## config.mk

```make
export PLATFORM = sky130hd
export DESIGN_NAME = data_addr_trans_stage
export DESIGN_NICKNAME = d
export VERILOG_FILES = /design/src/rtl/data_addr_trans_stage_pkg.sv /design/src/rtl/data_exc_check.sv /design/src/rtl/data_addr_trans_stage.sv
export SDC_FILE = /design/constraint.sdc
export NUM_CORES = 1
export LEC_CHECK = 0
export ABC_AREA = 1
export BUFFER_PORTS_ARGS = -buffer_cell sky130_fd_sc_hd__buf_2
export CAP_MARGIN = 20
export CORE_UTILIZATION = 24
export CTS_CLUSTER_DIAMETER = 60
export DETAILED_ROUTE_END_ITERATION = 7
export GPL_TIMING_DRIVEN = 0
export MAX_ROUTING_LAYER = met4
export PLACE_DENSITY = 0.58
export SLEW_MARGIN = 15
export SYNTH_ARGS = -nofsm -noshare
export SYNTH_HDL_FRONTEND = slang
export SYNTH_HIERARCHICAL = 1
export SYNTH_SLANG_ARGS = --single-unit
```

## constraint.sdc

```tcl
create_clock -name clk -period 3.1 [get_ports clk]
set_input_delay 0.62 -clock clk [delete_from_list [all_inputs] [get_ports clk]]
set_output_delay 0.62 -clock clk [all_outputs]
set_load 0.005 [all_outputs]
```

## src/rtl/data_addr_trans_stage_pkg.sv

```systemverilog
`default_nettype none
// ============================================================================
// Module      : data_addr_trans_stage_pkg
// Description : Shared definitions for the LSU data address-translation
//               stage: data-access exception codes, access-size encodings,
//               DMW register field positions, the S1 payload struct and a
//               direct-mapped-window hit helper.
// Revision    : 1.0 - initial release
// ============================================================================
package data_addr_trans_stage_pkg;

    // Exception codes reported on out_ecode_o
    localparam logic [5:0] c_ecode_none = 6'h00;
    localparam logic [5:0] c_ecode_pil  = 6'h01;
    localparam logic [5:0] c_ecode_pis  = 6'h02;
    localparam logic [5:0] c_ecode_pme  = 6'h04;
    localparam logic [5:0] c_ecode_ppi  = 6'h07;
    localparam logic [5:0] c_ecode_ale  = 6'h09;
    localparam logic [5:0] c_ecode_tlbr = 6'h3F;

    // Access size encodings
    localparam logic [1:0] c_size_b = 2'd0;
    localparam logic [1:0] c_size_h = 2'd1;
    localparam logic [1:0] c_size_w = 2'd2;

    // DMW register fields
    localparam int c_dmw_plv0_bit = 0;
    localparam int c_dmw_plv3_bit = 3;
    localparam int c_dmw_vseg_msb = 31;
    localparam int c_dmw_vseg_lsb = 29;

    // Payload captured into S1 on acceptance
    typedef struct packed {
        logic [31:0] vaddr;
        logic        store;
        logic [1:0]  size;
    } data_trans_s1_t;

    // A window hits when it is enabled for the current privilege level
    // (only PLV0 and PLV3 have enable bits) and the top three vaddr bits
    // match its VSEG field.
    function automatic logic dmw_hit(
        input logic       plv0_en,
        input logic       plv3_en,
        input logic [2:0] vseg,
        input logic [1:0] plv,
        input logic [2:0] vaddr_seg
    );
        logic plv_ok;
        plv_ok = ((plv == 2'd0) && plv0_en) || ((plv == 2'd3) && plv3_en);
        return plv_ok && (vseg == vaddr_seg);
    endfunction

endpackage : data_addr_trans_stage_pkg
`default_nettype wire

```

## src/rtl/data_exc_check.sv

```systemverilog
`default_nettype none
// ============================================================================
// Module      : data_exc_check
// Description : Combinational priority encoder for data-access exceptions
//               of the request held in S1.
//               Priority: ALE > TLBR > PIL/PIS > PPI > PME.
// Ports       : vaddr_lo   - low two bits of the S1 virtual address
//               store      - 1 = store, 0 = load
//               size       - access size (0=B, 1=H, 2=W)
//               tlb_mapped - address is translated through the TLB
//               csr_plv    - current privilege level
//               tlb_miss/tlb_valid/tlb_dirty/tlb_plv - MMU response fields
//               exc        - exception present
//               ecode      - exception code (0 when no exception)
// Revision    : 1.0 - initial release
// ============================================================================
module data_exc_check
    import data_addr_trans_stage_pkg::*;
(
    input  logic [1:0] vaddr_lo,
    input  logic       store,
    input  logic [1:0] size,
    input  logic       tlb_mapped,
    input  logic [1:0] csr_plv,
    input  logic       tlb_miss,
    input  logic       tlb_valid,
    input  logic       tlb_dirty,
    input  logic [1:0] tlb_plv,
    output logic       exc,
    output logic [5:0] ecode
);

    logic w_misaligned;

    // Byte accesses are never misaligned; size 3 is unused and never faults.
    assign w_misaligned = ((size == c_size_h) && vaddr_lo[0]) ||
                          ((size == c_size_w) && (vaddr_lo != 2'b00));

    always_comb begin
        ecode = c_ecode_none;
        if (w_misaligned) begin
            ecode = c_ecode_ale;
        end else if (tlb_mapped && tlb_miss) begin
            ecode = c_ecode_tlbr;
        end else if (tlb_mapped && !tlb_valid) begin
            ecode = store ? c_ecode_pis : c_ecode_pil;
        end else if (tlb_mapped && (csr_plv > tlb_plv)) begin
            ecode = c_ecode_ppi;
        end else if (tlb_mapped && store && !tlb_dirty) begin
            ecode = c_ecode_pme;
        end
    end

    assign exc = (ecode != c_ecode_none);

endmodule : data_exc_check
`default_nettype wire

```

## src/rtl/data_addr_trans_stage.sv

```systemverilog
`default_nettype none
// ============================================================================
// Module      : data_addr_trans_stage
// Description : LSU address-translation stage.
//               S0 accepts a load/store and issues the MMU data translation
//               request. S1 holds the request while the MMU answers one
//               cycle later, checks data-access exceptions and presents
//               paddr/uncache/exception info downstream over valid/ready.
// Ports       : clk, a_rst_n (async active-low), flush_i
//               req_*      - request from the issue queue (valid/ready)
//               csr_*      - PLV, CRMD.DA/PG, DMW0/DMW1
//               mmu_req_*  - translation request to the MMU
//               mmu_rsp_*  - MMU response for the vaddr sent last cycle
//               out_*      - S1 result to the DCache request stage
// Config      : DATA_TRANS_PERF_CNT_EN adds saturating counters
//               perf_tlb_miss_o and perf_stall_o.
// Revision    : 1.0 - initial release
// ============================================================================
module data_addr_trans_stage
    import data_addr_trans_stage_pkg::*;
#(
    parameter int ROB_IDX_W = 6,
    parameter int PALEN     = 32
) (
    input  logic                 clk,
    input  logic                 a_rst_n,
    input  logic                 flush_i,
    input  logic                 req_valid_i,
    output logic                 req_ready_o,
    input  logic [31:0]          req_vaddr_i,
    input  logic                 req_store_i,
    input  logic [1:0]           req_size_i,
    input  logic [ROB_IDX_W-1:0] req_rob_idx_i,
    input  logic [1:0]           csr_plv_i,
    input  logic                 csr_da_i,
    input  logic                 csr_pg_i,
    input  logic [31:0]          csr_dmw0_i,
    input  logic [31:0]          csr_dmw1_i,
    output logic                 mmu_req_valid_o,
    output logic [31:0]          mmu_req_vaddr_o,
    input  logic [PALEN-1:0]     mmu_rsp_paddr_i,
    input  logic                 mmu_rsp_uncache_i,
    input  logic                 mmu_rsp_miss_i,
    input  logic                 mmu_rsp_tlb_valid_i,
    input  logic                 mmu_rsp_tlb_dirty_i,
    input  logic [1:0]           mmu_rsp_tlb_plv_i,
    output logic                 out_valid_o,
    input  logic                 out_ready_i,
    output logic [PALEN-1:0]     out_paddr_o,
    output logic                 out_uncache_o,
    output logic                 out_store_o,
    output logic [1:0]           out_size_o,
    output logic [ROB_IDX_W-1:0] out_rob_idx_o,
    output logic                 out_exc_o,
    output logic [5:0]           out_ecode_o,
    output logic [31:0]          out_badv_o
`ifdef DATA_TRANS_PERF_CNT_EN
    ,
    output logic [31:0]          perf_tlb_miss_o,
    output logic [31:0]          perf_stall_o
`endif
);

    logic                 r_s1_valid;
    data_trans_s1_t       r_s1;
    logic [ROB_IDX_W-1:0] r_s1_rob_idx;

    logic       w_s0_fire;
    logic       w_s1_fire;
    logic       w_dmw0_hit;
    logic       w_dmw1_hit;
    logic       w_tlb_mapped;
    logic       w_exc;
    logic [5:0] w_ecode;
    logic       w_unused_dmw_bits;

    // ------------------------------------------------------------------
    // Handshakes
    // ------------------------------------------------------------------
    assign w_s1_fire   = r_s1_valid && out_ready_i;
    assign req_ready_o = (!r_s1_valid || out_ready_i) && !flush_i;
    assign w_s0_fire   = req_valid_i && req_ready_o;

    // The MMU re-registers its input every cycle, so while S1 stalls the
    // held vaddr is replayed to keep the response stable.
    assign mmu_req_vaddr_o = w_s0_fire ? req_vaddr_i : r_s1.vaddr;
    assign mmu_req_valid_o = w_s0_fire || r_s1_valid;

    // ------------------------------------------------------------------
    // S1 register
    // ------------------------------------------------------------------
    always_ff @(posedge clk or negedge a_rst_n) begin
        if (!a_rst_n) begin
            r_s1_valid   <= 1'b0;
            r_s1         <= '0;
            r_s1_rob_idx <= '0;
        end else if (flush_i) begin
            r_s1_valid <= 1'b0;
        end else if (w_s0_fire) begin
            r_s1_valid       <= 1'b1;
            r_s1.vaddr       <= req_vaddr_i;
            r_s1.store       <= req_store_i;
            r_s1.size        <= req_size_i;
            r_s1_rob_idx     <= req_rob_idx_i;
        end else if (w_s1_fire) begin
            r_s1_valid <= 1'b0;
        end
    end

    // ------------------------------------------------------------------
    // Translation mode and exception check
    // ------------------------------------------------------------------
    assign w_dmw0_hit = dmw_hit(csr_dmw0_i[c_dmw_plv0_bit], csr_dmw0_i[c_dmw_plv3_bit],
                                csr_dmw0_i[c_dmw_vseg_msb:c_dmw_vseg_lsb], csr_plv_i,
                                r_s1.vaddr[c_dmw_vseg_msb:c_dmw_vseg_lsb]);
    assign w_dmw1_hit = dmw_hit(csr_dmw1_i[c_dmw_plv0_bit], csr_dmw1_i[c_dmw_plv3_bit],
                                csr_dmw1_i[c_dmw_vseg_msb:c_dmw_vseg_lsb], csr_plv_i,
                                r_s1.vaddr[c_dmw_vseg_msb:c_dmw_vseg_lsb]);

    assign w_tlb_mapped = csr_pg_i && !csr_da_i && !(w_dmw0_hit || w_dmw1_hit);

    // MAT and reserved DMW fields do not affect this stage.
    assign w_unused_dmw_bits = ^{csr_dmw0_i[28:4], csr_dmw0_i[2:1],
                                 csr_dmw1_i[28:4], csr_dmw1_i[2:1]};

    data_exc_check u_exc_check (
        .vaddr_lo   (r_s1.vaddr[1:0]),
        .store      (r_s1.store),
        .size       (r_s1.size),
        .tlb_mapped (w_tlb_mapped),
        .csr_plv    (csr_plv_i),
        .tlb_miss   (mmu_rsp_miss_i),
        .tlb_valid  (mmu_rsp_tlb_valid_i),
        .tlb_dirty  (mmu_rsp_tlb_dirty_i),
        .tlb_plv    (mmu_rsp_tlb_plv_i),
        .exc        (w_exc),
        .ecode      (w_ecode)
    );

    // ------------------------------------------------------------------
    // Outputs: MMU-derived fields are masked to zero while S1 is empty so
    // the stage presents a clean idle state.
    // ------------------------------------------------------------------
    assign out_valid_o   = r_s1_valid;
    assign out_paddr_o   = r_s1_valid ? mmu_rsp_paddr_i : '0;
    assign out_uncache_o = r_s1_valid && mmu_rsp_uncache_i;
    assign out_store_o   = r_s1.store;
    assign out_size_o    = r_s1.size;
    assign out_rob_idx_o = r_s1_rob_idx;
    assign out_exc_o     = r_s1_valid && w_exc;
    assign out_ecode_o   = out_exc_o ? w_ecode : c_ecode_none;
    assign out_badv_o    = out_exc_o ? r_s1.vaddr : 32'h0;

`ifdef DATA_TRANS_PERF_CNT_EN
    // ------------------------------------------------------------------
    // Saturating performance counters
    // ------------------------------------------------------------------
    logic [31:0] r_perf_tlb_miss;
    logic [31:0] r_perf_stall;

    always_ff @(posedge clk or negedge a_rst_n) begin
        if (!a_rst_n) begin
            r_perf_tlb_miss <= 32'h0;
            r_perf_stall    <= 32'h0;
        end else begin
            if (w_s1_fire && out_exc_o && (out_ecode_o == c_ecode_tlbr) &&
                (r_perf_tlb_miss != 32'hFFFF_FFFF)) begin
                r_perf_tlb_miss <= r_perf_tlb_miss + 32'd1;
            end
            if (r_s1_valid && !out_ready_i && (r_perf_stall != 32'hFFFF_FFFF)) begin
                r_perf_stall <= r_perf_stall + 32'd1;
            end
        end
    end

    assign perf_tlb_miss_o = r_perf_tlb_miss;
    assign perf_stall_o    = r_perf_stall;
`endif

endmodule : data_addr_trans_stage
`default_nettype wire

```

==> results.py <==
metrics = {
    "floorplanning": {
        "io_pins": 268,
        "start_util_pct": 24.7,
        "die_h_um": 110,
        "die_w_um": 110,
        "placementRows": 39,
        "dieArea_mm2": 0.0122,
        "core_mm2": 0.0114,
    },
    "synth": {
        "ys_types": 20,
        "yosys_register_bits": 42,
        "netlist_area_mm2": 0.00282,
        "ys_seq_area_share_pct": 37.2,
        "ys_warn_count": 6,
        "syn-num-nets": 573,
        "postSynthAreaPerCell_um2": 6.74,
        "syn_inst": 419,
    },
    "sta": {
        "setup_violations": 0,
        "setup_tns_ps": 0,
        "max_freq_mhz": 339,
        "worst_pin_slew_ps": 465,
        "relSlewSlack_pct": 69.0,
        "fin_crit_sh_pct": 95.3,
        "layout_min_cycle_time_ps": 2950,
        "finalHoldViolations": 0,
        "clock-skew-final_ps": 6.80,
        "drv_slew": 0,
        "holdWs_ps": 234,
    },
    "routing": {
        "drt_iter0_drc": 123,
        "drc": 0,
        "met3RoutedLength_um": 657,
        "top_layer": "met4",
        "wl_met2_um": 4520,
        "routedWlPerCell_um": 11.5,
        "drt-pass1-iter-count": 4,
        "antenna_left": 0,
        "via_per_inst": 4.25,
        "met1_length_um": 3870,
        "vias": 3357,
        "routed_wirelength_um": 9110,
    },
    "placement": {
        "dp_cells": 775,
        "routabilityCongestion": 0.809,
        "dp_hpwl_um": 7230,
        "port_buffers": 213,
    },
    "layout": {
        "nets": 800,
        "area_delta_synth_final_pct": 53.8,
        "num_antenna_cells": 0,
        "layoutNonFillerInstCount": 790,
        "utilization_pct": 38.0,
        "drive_gt1_share_pct": 46.7,
    },
    "clock_tree": {
        "cts_buffers": 5,
        "path_clk_slew_ps": 70,
        "clock_sinks": 42,
        "clock_path_buffers": 2,
        "clockRootBuffer": "clkbuf_16",
        "clock_latency_ps": 280,
        "htree_levels": 2,
        "cts_hold_buffers": 0,
        "cts_tree": "yes",
    },
    "setup_path": {
        "critPathSlowestCell": "nor2_4",
        "cp_slowest_stage_delay_ps": 160,
        "cp_max_fo": 10,
        "crit_family": "simple AND/OR/NAND/NOR gates",
        "path_cells": "buf_2 -> inv_1 -> nand3_1 -> nand2_1 -> nand3_1 -> nand2_2 -> nor2_4 -> inv_2 -> a21oi_2 -> nand2_2 -> nor2_4 -> nor2_2 -> nand3_1 -> nand2_2 -> buf_8 -> buf_8 -> nor2_1 -> buf_2",
        "arrival_ps": 2330,
        "end_kind": "output port",
        "required_ps": 2480,
        "cp-start-kind": "primary input",
        "path_buf_inv": 6,
        "worstSetupPathType": "primary input to output port",
    },
    "global_route": {
        "antenna_found_initial": 0,
        "gr-usage-all-layers_pct": 15.1,
        "grt_pass1_wl_um": 14600,
        "grt_pass1_vias": 3147,
        "globalRouteOverflowTotal": 0,
        "grt_max_degree": 43,
    },
    "power": {
        "power_w": 0.00184,
        "leakagePower_nw": 2.80,
        "vdd_drop_max_mv": 0.248,
        "powerDensity_mw_per_mm2": 423,
    },
    "min_path": {
        "hold_class": "primary input to asynchronous set/reset pin",
    },
    "outcome": {
        "status": "complete, no violations",
    },
    "job": {
        "maxCapViolCount": 0,
    },
}
flip-flops by register name, summed over array words and instances (netlist names):
name and count:
out_valid_o 1, r_s1 32, out_store_o 1, out_size_o 2
out_rob_idx_o 6
repair_timing:
| item | 4_1_cts | 5_1_grt |
|---|---|---|
| pin swaps | 0 | 3 |
| hold endpoints to repair | 0 | 0 |
| buffers inserted | 0 | 6 |
| endpoints found under the setup margin | 31 | 39 |
| gates resized for setup | 8 | 15 |
worst paths after layout:
check	from	to	slack, ps	depth (start not counted)
max in group asynchronous	a_rst_n	out_rob_idx_o[2]	2380	2
worst min-delay path	a_rst_n	r_s1[10]	230	1
worst min register to register	out_rob_idx_o[2]	out_rob_idx_o[2]	470	2
worst max-delay path	csr_plv_i[0]	out_badv_o[24]	150	18
worst max register to register	out_valid_o	r_s1[32]	1700	8
min in group clk	out_rob_idx_o[2]	out_rob_idx_o[2]	470	2
routing by layer:
metal	vias to the layer above	GRT usage [%]
met5	-	-
met4	0	2.76
met3	5	3.18
met2	142	26.6
met1	1517	17.9
li1	1693	-
layout by cell type (no fill, tap or decap):
cell	instances
inv_1	89
a21oi_2	32
buf_2	219
nand3b_1	1
xnor2_1	2
nand2_4	1
o21ai_1	1
clkinv_4	1
nor2_1	73
nand3_1	17
dfrtp_1	42
nand2_1	78
clkbuf_16	5
a21oi_1	35
inv_2	8
clkbuf_1	5
buf_8	2
buf_6	5
nor2_4	3
ha_1	2
buf_12	2
buf_4	12
clkinv_2	1
nand2_2	3
nor2_2	8
stage by stage:
stage          cell area (µm²)  worst slack, ps
3_3_place_gp              4070             -199
5_1_grt                   4340            -11.5
6_report                  4340              147
4_1_cts                   4230             24.7
3_5_place_dp              4070             -197
2_1_floorplan             2820              435
Yosys cell counts:
| library cell | instances | area [µm²] |
|---|---|---|
| a21oi_1 | 35 | 175 |
| a21oi_2 | 32 | 280 |
| buf_2 | 6 | 30.0 |
| buf_4 | 7 | 52.6 |
| buf_6 | 5 | 56.3 |
| clkbuf_1 | 6 | 22.5 |
| dfrtp_1 | 42 | 1050 |
| ha_1 | 2 | 25.0 |
| inv_1 | 91 | 342 |
| inv_2 | 6 | 22.5 |
| nand2_1 | 80 | 300 |
| nand2_2 | 1 | 6.26 |
| nand2_4 | 1 | 11.3 |
| nand3_1 | 17 | 85.1 |
| nand3b_1 | 1 | 7.51 |
| nor2_1 | 81 | 304 |
| nor2_2 | 1 | 6.26 |
| nor2_4 | 2 | 22.5 |
| o21ai_1 | 1 | 5.00 |
| xnor2_1 | 2 | 17.5 |
layout make-up:
class	instances	area (µm²)
fillers	1230	7080
multi-input cells	256	1280
repair buffers	220	1140
flip-flops and latches	42	1050
inverters	97	364
plain buffers	24	184
well taps	143	179
clock buffers	6	129
clock inverters	2	13.8
cells by family (layout without fill, tap and decap cells):
| logic type | after synthesis | after routing | synth area share, % |
|---|---|---|---|
| buffers and inverters | 121 | 349 | 18.6 |
| DFF | 42 | 42 | 37.2 |
| xor gates and xnor gates | 2 | 2 | 0.621 |
| and+or+nand+nor | 184 | 184 | 26.3 |
| adders and majority gates | 2 | 2 | 0.886 |
| AOI/OAI and AO/OA | 68 | 68 | 16.3 |
report_power, final:
| part | leakage (nW) | switching, W | internal (W) |
|---|---|---|---|
| registers | 0.472 | 0.0000350 | 0.000628 |
| clock network | 0.0708 | 0.000213 | 0.000299 |
| logic | 2.26 | 0.000358 | 0.000303 |
| total | 2.80 | 0.000606 | 0.00123 |
No activity file was read; power rests on OpenSTA's default activity.
